===== src/rtl/arb_pkg.sv =====
// Shared types and default widths for the processor/host RAM arbiter.
package arb_pkg;

    localparam int unsigned ARB_AW           = 9;
    localparam int unsigned ARB_DW           = 9;
    localparam int unsigned ARB_HOST_QUANTUM = 16;

    typedef enum logic {
        S_CPU  = 1'b0,
        S_HOST = 1'b1
    } arb_state_e;

endpackage


===== src/rtl/mem_port_mux.sv =====
// Combinational 2:1 select of the single RAM port between processor and host.
module mem_port_mux
    import arb_pkg::*;
#(
    parameter int unsigned AW = ARB_AW,
    parameter int unsigned DW = ARB_DW
) (
    input  logic          sel_host,
    input  logic [AW-1:0] cpu_addr,
    input  logic [DW-1:0] cpu_d,
    input  logic          cpu_we,
    input  logic [AW-1:0] host_addr,
    input  logic [DW-1:0] host_d,
    input  logic          host_we,
    output logic [AW-1:0] mem_addr,
    output logic [DW-1:0] mem_d,
    output logic          mem_we
);

    always_comb begin
        mem_addr = cpu_addr;
        mem_d    = cpu_d;
        mem_we   = cpu_we;
        if (sel_host) begin
            mem_addr = host_addr;
            mem_d    = host_wdata_sel(host_d);
            mem_we   = host_we;
        end
    end

    function automatic logic [DW-1:0] host_wdata_sel(input logic [DW-1:0] d);
        return d;
    endfunction

endmodule


===== src/rtl/mem_arbiter.sv =====
// Arbitrates one single-port RAM between the processor and a host req/gnt port.
// Optional host time-slicing is enabled by defining ARB_FAIRNESS_EN.
module mem_arbiter
    import arb_pkg::*;
#(
    parameter int unsigned AW           = ARB_AW,
    parameter int unsigned DW           = ARB_DW,
    parameter int unsigned HOST_QUANTUM = ARB_HOST_QUANTUM
) (
    input  logic          Clock,
    input  logic          Reset,
    input  logic          run_en,
    input  logic          cpu_done,
    output logic          Run,
    input  logic [AW-1:0] cpu_addr,
    input  logic [DW-1:0] cpu_dout,
    input  logic          cpu_w,
    output logic [DW-1:0] cpu_din,
    input  logic          host_req,
    output logic          host_gnt,
    input  logic          host_valid,
    input  logic          host_we,
    input  logic [AW-1:0] host_addr,
    input  logic [DW-1:0] host_wdata,
    output logic [DW-1:0] host_rdata,
    output logic          host_rvalid,
    output logic [AW-1:0] mem_addr,
    output logic [DW-1:0] mem_d,
    output logic          mem_we,
    input  logic [DW-1:0] mem_q
);

    if (HOST_QUANTUM == 0) begin : g_bad_quantum
        $error("mem_arbiter: HOST_QUANTUM must be at least 1");
    end

    arb_state_e state_q, state_d;
    logic       cpu_busy_q, cpu_busy_d;
    logic       host_rvalid_q, host_rvalid_d;
    logic       owed_c;
    logic       quantum_end_c;
    logic       switch_c;
    logic       host_rd_c;
    logic       host_wr_c;

`ifdef ARB_FAIRNESS_EN
    localparam int unsigned QW = (HOST_QUANTUM > 1) ? $clog2(HOST_QUANTUM) : 1;

    logic [QW-1:0] qcnt_q, qcnt_d;
    logic          owed_q, owed_d;

    assign owed_c        = owed_q;
    assign quantum_end_c = (qcnt_q == QW'(HOST_QUANTUM - 1));

    // Host slot counter; owed guarantees the processor one instruction after a forced return.
    always_comb begin
        qcnt_d = qcnt_q;
        owed_d = owed_q;
        if (cpu_done || !run_en) begin
            owed_d = 1'b0;
        end
        if (state_q == S_CPU) begin
            qcnt_d = '0;
        end else begin
            qcnt_d = qcnt_q + QW'(1);
            if (quantum_end_c) begin
                owed_d = 1'b1;
            end
        end
    end

    always_ff @(posedge Clock) begin
        if (Reset) begin
            qcnt_q <= '0;
            owed_q <= 1'b0;
        end else begin
            qcnt_q <= qcnt_d;
            owed_q <= owed_d;
        end
    end
`else
    assign owed_c        = 1'b0;
    assign quantum_end_c = 1'b0;
`endif

    // Run is held low in the cycle ownership moves so the processor stays in T0.
    always_comb begin
        switch_c  = (state_q == S_CPU) && host_req && !cpu_busy_q && !owed_c;
        Run       = run_en && (state_q == S_CPU) && !switch_c;
        host_gnt  = (state_q == S_HOST) && host_req;
        host_rd_c = host_gnt && host_valid && !host_we;
        host_wr_c = host_gnt && host_valid && host_we;
    end

    always_comb begin
        state_d       = state_q;
        cpu_busy_d    = cpu_busy_q;
        host_rvalid_d = host_rd_c;

        if (cpu_done) begin
            cpu_busy_d = 1'b0;
        end else if ((state_q == S_CPU) && Run && !cpu_busy_q) begin
            cpu_busy_d = 1'b1;
        end

        case (state_q)
            S_CPU: begin
                if (switch_c) begin
                    state_d = S_HOST;
                end
            end
            S_HOST: begin
                if (!host_req || quantum_end_c) begin
                    state_d = S_CPU;
                end
            end
            default: state_d = S_CPU;
        endcase
    end

    always_ff @(posedge Clock) begin
        if (Reset) begin
            state_q       <= S_CPU;
            cpu_busy_q    <= 1'b0;
            host_rvalid_q <= 1'b0;
        end else begin
            state_q       <= state_d;
            cpu_busy_q    <= cpu_busy_d;
            host_rvalid_q <= host_rvalid_d;
        end
    end

    mem_port_mux #(
        .AW (AW),
        .DW (DW)
    ) u_mux (
        .sel_host  (state_q == S_HOST),
        .cpu_addr  (cpu_addr),
        .cpu_d     (cpu_dout),
        .cpu_we    (cpu_w),
        .host_addr (host_addr),
        .host_d    (host_wdata),
        .host_we   (host_wr_c),
        .mem_addr  (mem_addr),
        .mem_d     (mem_d),
        .mem_we    (mem_we)
    );

    // Read data goes straight from the RAM to both requesters.
    assign cpu_din     = mem_q;
    assign host_rdata  = mem_q;
    assign host_rvalid = host_rvalid_q;

endmodule

===== config.mk =====
export PLATFORM = sky130hd
export DESIGN_NAME = mem_arbiter
export DESIGN_NICKNAME = d
export VERILOG_FILES = /design/src/rtl/arb_pkg.sv /design/src/rtl/mem_port_mux.sv /design/src/rtl/mem_arbiter.sv
export SDC_FILE = /design/constraint.sdc
export NUM_CORES = 1
export LEC_CHECK = 0
export CAP_MARGIN = 0
export CELL_PAD_IN_SITES_DETAIL_PLACEMENT = 1
export CELL_PAD_IN_SITES_GLOBAL_PLACEMENT = 1
export CORE_MARGIN = 2
export CORE_UTILIZATION = 10
export CTS_BUF_LIST = sky130_fd_sc_hd__clkbuf_8
export DETAILED_ROUTE_END_ITERATION = 16
export PLACE_DENSITY_LB_ADDON = 0.1
export SLEW_MARGIN = 20
export SYNTH_ARGS = -nofsm -noshare
export SYNTH_HDL_FRONTEND = slang
export SYNTH_SLANG_ARGS = --single-unit

===== constraint.sdc =====
create_clock -name Clock -period 1.18 [get_ports Clock]
set_input_delay 0.295 -clock Clock [delete_from_list [all_inputs] [get_ports Clock]]
set_output_delay 0.295 -clock Clock [all_outputs]
set_load 0.05 [all_outputs]

Yosys cells after proc, flatten, opt, wreduce, memory -nomap -nowiden --
Index checks and enable logic that the tools add are counted.
Storage, ports and cells: flip-flop bits (word level) 3, input port bits 53, output and inout bits 40, logic and storage cells 24
Cells by class: muxes and demuxes 6, bitwise operators 1, reduce and logical (&&, ||, !) cells 14
Operators by type and width (count):
- 2-to-1 mux 9 bit | 2
- logical AND 1 bit | 10
- logical NOT 1 bit | 3
- 2-to-1 mux 1 bit | 3
- one-hot mux 1 bit (2 select lines) | 1
- OR reduction 2 bit | 1
- inverter 1 bit | 1

Longest topological paths before layout --
depth in word-level cells 7, gate-level depth with buffers 3, mapped depth without buffers 2

By module --
Synthesis repeated with hierarchy kept, for this count alone.
Unflattened totals: cell total of the unflattened synthesis 53, area total of the unflattened synthesis 549.3 um^2
Modules (own cells, without submodules):
- mem_port_mux | times used 1, cells each 21, area an instance 282.8 um^2, seq. area each 0.0 um^2
- mem_arbiter | times used 1, cells each 32, area an instance 266.5 um^2, seq. area each 60.1 um^2

Worst setup path after synthesis --
No wires, ideal clock.
path kind reg-to-output, from register state_q, to output mem_we, data arrival time 1.236 ns, data required time 0.885 ns, slack -0.351 ns, stages on the path, launching flop included 3, buffers on the path 0, cells stage by stage dfxtp_1 -> and2_2 -> a32o_1
On the way: cells in the longest elaborated chain, start to end 4
RTL lines:
- start, declared | RTL line mem_arbiter.sv:37 | arb_state_e state_q, state_d;
- start signal, assigned | RTL line mem_arbiter.sv:127 | state_q <= state_d;
- logical AND 1 bit | RTL line mem_arbiter.sv:90 | host_gnt = (state_q == S_HOST) && host_req;
- via host_gnt | RTL line mem_arbiter.sv:20 | output logic host_gnt,
- logical AND 1 bit (2 in a row) | RTL line mem_arbiter.sv:92 | host_wr_c = host_gnt && host_valid && host_we;
- 2-to-1 mux 1 bit | RTL line mem_port_mux.sv:24 | if (sel_host) begin
- end, declared | RTL line mem_arbiter.sv:29 | output logic mem_we,
The timed path passes the listed nets, and every way through them passes these cells.

Worst setup path in the final report --
from register state_q, to output mem_we
On the way: cells in the longest elaborated chain, start to end 4
RTL lines (RTL line):
- logical AND 1 bit | mem_arbiter.sv:90
- logical AND 1 bit (2 in a row) | mem_arbiter.sv:92
- 2-to-1 mux 1 bit (*) | mem_port_mux.sv:24
Every way passes the cells marked *; elsewhere a longest branch is shown, timed or not.

==> flow_summary.ini <==
[power]
max-vdd-ir-drop_uv = 494
finalPower_mw = 1.10
p_leak_nw = 0.592
p_per_area_mw_per_mm2 = 781

[grt]
grt-busiest-layer = met2
grt_pass1_wl_um = 3110
use_met3 = 0.0325
grt_usage = 0.0747
grt_pass1_vias = 594
grt_antenna_before_repair = 0
gr-total-overflow = 0
met1_usage = 0.0878
grt_use_met2 = 0.125
grt_max_degree = 12

[route]
drtAntennaViolNets = 0
wire_per_inst_um = 12.4
wl_um = 2210
drt_first_iter_violations = 5
first_pass_iters = 2
viasPerCell = 3.26
drc = 0
vias = 580

[logic_synthesis]
syn-cell-area_sq_um = 493
ys_ff_latch = 3
synthCells = 53
synth_fp_nets = 106
ys_seq_area_frac = 0.122
syn_area_per_cell_sq_um = 9.30
ys_types = 15
synth_top_area_share = 0.411
ys_top_cells_by_area = mux2_2 (41%), buf_4 (27%), dfxtp_1 (12%)
synth.largest_area_cell = mux2_2
ys_warn_count = 0

[cells_and_area]
seqCellArea_sq_um = 63.8
nNetsFinal = 165
final_core_util = 0.298
area_delta_synth_final_pct = 186
layout-drive-gt1-share = 0.514
n_antenna_cell = 0
stdcell_area_sq_mm = 0.00141
mostFrequentLayoutCells = clkdlybuf4s50_1 (42), buf_12 (16), mux2_4 (11)
fill_cells = 518
final_common_cell = clkdlybuf4s50_1
multi_input_area_sq_um = 320

[timing]
timing.fmax_mhz = 649
setup_viol = 21
fin_skew_ps = 0.614
period_needed_ps = 1540
fin_crit_sh = 1.31
relSlewSlack = 0.874
grt_setup_unrepaired = true
worstMarginPinSlew_ps = 189
final_max_slew_viol_count = 0
hold_slack_ps = 457
hold_violations = 0
setup_ws_ps = -362

[floorplan]
num_io_pins = 93
die_w_um = 74.2
num_rows = 25
start_util = 0.104
core_sq_mm = 0.00472
die-area_sq_mm = 0.00551
die_h_um = 74.2

[placement]
gp_congestion = 0.591
placedInstanceArea_sq_mm = 0.00133
post-place-ws_ps = -431
dp_hpwl_um = 1970
io_buffers = 65

[flow_run]
drv_cap = 0

[clock_tree]
cts-root-buf = clkbuf_8
clkTransAtPathRegs_ps = 30
cts_buffers = 3
cts_sinks = 3
insertion_delay_ps = 210
cts_tree = done
clock_path_buffers = 2
ctsHtreeMaxLevel = 1
hold_buffers = 0

[worst_setup_path]
crit_path_start_kind = flip-flop
crit_fanout = 4
cp_slowest_cell = dfxtp_4
arrival_ps = 1250
r2r-start = state_q
critPathMaxStageDelay_ps = 350
cp-end-kind = output port
critPathKind = reg2out
path_cells = buf_6 -> and2_4 -> a32o_2 -> buf_12
critPathLaunch = state_q
worst_ep_required_time_ps = 880

[worst_hold_path]
hold_start = cpu_busy_q
holdCritPathClass = reg2reg

[run_status]
status = finished with violations
failed_checks = negative setup slack
==> worst max-delay path: cells and delay by family, from the launching register on <==
kind / cells / cell delay, ps
flip-flops: 1 / 350
AO/OA/AOI/OAI: 1 / 270
buffers and inverters: 2 / 260
AND/OR/NAND/NOR: 1 / 140
==> cell type report <==
| cell class | count | area share |
|---|---|---|
| clock inverter | 1 | 0.00266 |
| multi-input combinational | 29 | 0.227 |
| clock buffer | 3 | 0.0293 |
| timing repair buffer | 74 | 0.633 |
| inverter | 1 | 0.00266 |
| tap | 67 | 0.0595 |
| sequential | 3 | 0.0453 |
==> sequential cells by signal, indices dropped and copies added (netlist names) <==
name,flops
cpu_busy_q,1
host_rvalid,1
state_q,1
==> logic make-up after synthesis <==
family / after synthesis / share of synthesized area
simple gates: 8 / 0.0939
mux: 18 / 0.411
flops: 3 / 0.122
buf+inv: 21 / 0.327
compound gates: 3 / 0.0457
==> Yosys cell counts <==
cell and count:
nor3b_1 1, nor3_1 1, nor2_1 1, mux2_2 18, o21a_1 1, and3_1 1, nand2_1 1, a32o_1 1
inv_2 1, buf_4 18, dfxtp_1 3, and2_2 1, a21oi_1 1, buf_6 2, nand2b_1 2
==> routing by layer <==
| metal | up-vias | share of wire |
|---|---|---|
| met5 | - | 0 |
| met4 | 0 | 0.0036 |
| met3 | 2 | 0.10 |
| met2 | 40 | 0.50 |
| met1 | 259 | 0.39 |
| li1 | 279 | - |
==> where the power goes <==
group,total (mW),switching [mW],leakage (nW),internal (mW)
Sequential,0.109,0.00439,0.0251,0.105
Combinational,0.704,0.308,0.540,0.396
Clock,0.287,0.0658,0.0269,0.221
Total,1.10,0.379,0.592,0.722
==> worst paths after layout <==
path	to	slack (ps)	cells after the start
setup / recovery	mem_we	-360	4
hold / removal	state_q	460	1
setup reg to reg	cpu_busy_q	290	3
hold reg to reg	state_q	460	1
==> metrics by stage <==
step | cells | TNS (ps)
2_1_floorplan | 53 | -518
3_3_place_gp | 174 | -5660
3_5_place_dp | 174 | -5950
4_1_cts | 178 | -6840
5_1_grt | 178 | -7530
6_report | 178 | -6610
==> what timing repair did <==
| action | 4_1_cts | 5_1_grt |
|---|---|---|
| endpoints found under the setup margin | 21 | 21 |
| resized for setup | 10 | 1 |
| buffers inserted | 0 | 1 |
| cloned | 0 | 0 |
| pin swaps | 1 | 1 |
(Power assumes the default switching activity.)
==> edit (config.mk and constraints unchanged) <==
Add a define of `ARB_FAIRNESS_EN`.
--- a/src/rtl/mem_arbiter.sv
+++ b/src/rtl/mem_arbiter.sv
@@ -2,2 +2,4 @@
 // Optional host time-slicing is enabled by defining ARB_FAIRNESS_EN.
+`define ARB_FAIRNESS_EN
+
 module mem_arbiter
Behaviour: same outputs for any inputs over 10 cycles, from zero or initial values and one cycle with Reset high; that may be too few to reach the edited logic, so the function may still have changed.
==> edit against the unedited design <==
  * The flow still finishes with violations (setup timing)
  * Routed wire length up 22%
  * Sequential power increased to 2.6 times the old value
  * Combinational power is 15% higher
  * First-iteration DRC count unchanged
  * Total power increased by 29%
  * Worst setup slack lost 0.015 ns
  * Sequential cell count grew 5
  * Non-clock buffer count is 2 higher
  * Clock skew rose by 0.0029 ns
  * Area after synthesis increased by 59%
  * Final area rose by 28%
  * Critical path type unchanged
  * Largest cell class unchanged
==> edit: results (changes against the unedited design) <==
Logic synthesis
The synthesized netlist net count was 128 (was 106). The share of the synthesized area in compound gates (AO/OA/AOI/OAI) is 4.48% (was 4.57%). Top cells by area, synth: sky130_fd_sc_hd__mux2_4 (31%), sky130_fd_sc_hd__dfxtp_1 (20%), sky130_fd_sc_hd__buf_4 (17%) (was sky130_fd_sc_hd__mux2_2 (41%), sky130_fd_sc_hd__buf_4 (27%), sky130_fd_sc_hd__dfxtp_1 (12%)). The xor/xnor cell area share of the yosys netlist was 2.24% (was 0%).

Commonest cells in the synthesized netlist: sky130_fd_sc_hd__buf_4 (18), sky130_fd_sc_hd__mux2_4 (16), sky130_fd_sc_hd__dfxtp_1 (8) (was sky130_fd_sc_hd__buf_4 (18), sky130_fd_sc_hd__mux2_2 (18), sky130_fd_sc_hd__dfxtp_1 (3)). The number of different library cells in the post-synthesis netlist is 26 (was 15). The post-synthesis cell count is 74 (was 53). The sequential cell area fraction in the yosys report was 20.5% (was 12.2%). The adder-cell share of the synthesized area is 1.60% (was 0%).

Setup path
The peak fanout along the critical path came to 7 (was 4). The setup slack on the worst flop-to-flop path came to -0.01 ns (was 0.29 ns).

Timing
The worst setup slack after layout is -0.377 ns (was -0.362 ns). The setup total negative slack was -7.43 ns (was -6.61 ns). The slew at the pin with the worst max-slew slack came to 0.281 ns (was 0.189 ns). The number of failing setup endpoints in the final timing report is 22 (was 21). The final setup skew is 0.00350 ns (was 0.000614 ns).

Routing
The routed wire length is 2690 um (was 2210 um). The via density per instance is 3.15 (was 3.26).

Global route
The met1 track utilization from global routing was 7.13% (was 8.78%). The number of global-route vias before repair is 855 (was 594). The global-route track usage on met2 is 11.6% (was 12.5%). The met3 track demand over resource in global routing came to 2.93% (was 3.25%).

The global routing usage summed across all routing layers came to 6.46% (was 7.47%). The largest net degree at the start of global routing is 8 (was 12).

Power
The static leakage is 0.727 nW (was 0.592 nW). The reported combinational group power was 0.000808 W (was 0.000704 W). The highest ir drop seen on vdd was 0.532 mV (was 0.494 mV). The power share of the combinational group is 56.8% (was 64.0%).

Status
Violated checks: setup timing (unchanged). Status: finished with violations (unchanged).

Clocking
The clock insertion delay at the later pin of the skew report is 0.23 ns (was 0.21 ns).

Placement
The post-detailed-placement half-perimeter wirelength came to 2260 um (was 1970 um). The global placer's final weighted congestion is 0.631 (was 0.591).

Finish
The number of filler instances in the final layout was 856 (was 518). The number of nets in the layout was 188 (was 165).
[edit: path summary, 6_finish.rpt]
check	from	to	depth (start not counted)
max reg2reg	state_q	cpu_busy_q	5
min	qcnt_q[0]	qcnt_q[0]	1
max	state_q	mem_d[1]	3
min reg2reg	qcnt_q[0]	qcnt_q[0]	1
[edit: area by class of cell]
class,instances,area share (%)
Sequential cell,8,9.12
Timing Repair Buffer,76,54.9
Inverter,2,0.418
Multi-Input combinational cell,43,26.2
Clock buffer,3,2.30
Tap cell,102,7.10
[edit: metal layers]
layer	vias up	routed length, um
met5	-	0
met4	0	5
met2	44	1390
met3	2	268
met1	343	1020
li1	349	-
[edit: cells by family after synthesis]
| kind of cell | after synthesis |
|---|---|
| flip-flops | 8 |
| AO/OA/AOI/OAI | 5 |
| adder cells (fa/ha/maj) | 1 |
| multiplexers | 18 |
| buffers and inverters | 23 |
| AND/OR/NAND/NOR | 17 |
| XOR/XNOR | 2 |
[edit: what timing repair did]
action | 4_1_cts | 5_1_grt
setup buffers | 0 | 1
pin swaps | 0 | 2
gates cloned | 1 | 0
endpoints found under the setup margin | 21 | 22
gates resized for setup | 12 | 2
[edit: critical path, stage by stage (launching register included)]
cell	delay, ns
sky130_fd_sc_hd__dfxtp_4	0.41
sky130_fd_sc_hd__buf_8	0.15
sky130_fd_sc_hd__mux2_4	0.32
sky130_fd_sc_hd__buf_12	0.15
[edit: through the flow]
step           hold slack [ns]  worst slack (ns)  area [um2]
2_1_floorplan            0.364           -0.0603         810
3_3_place_gp             0.425            -0.329        1680
3_5_place_dp             0.443            -0.355        1680
4_1_cts                  0.452            -0.402        1790
5_1_grt                  0.468            -0.417        1800
6_report                 0.450            -0.377        1800
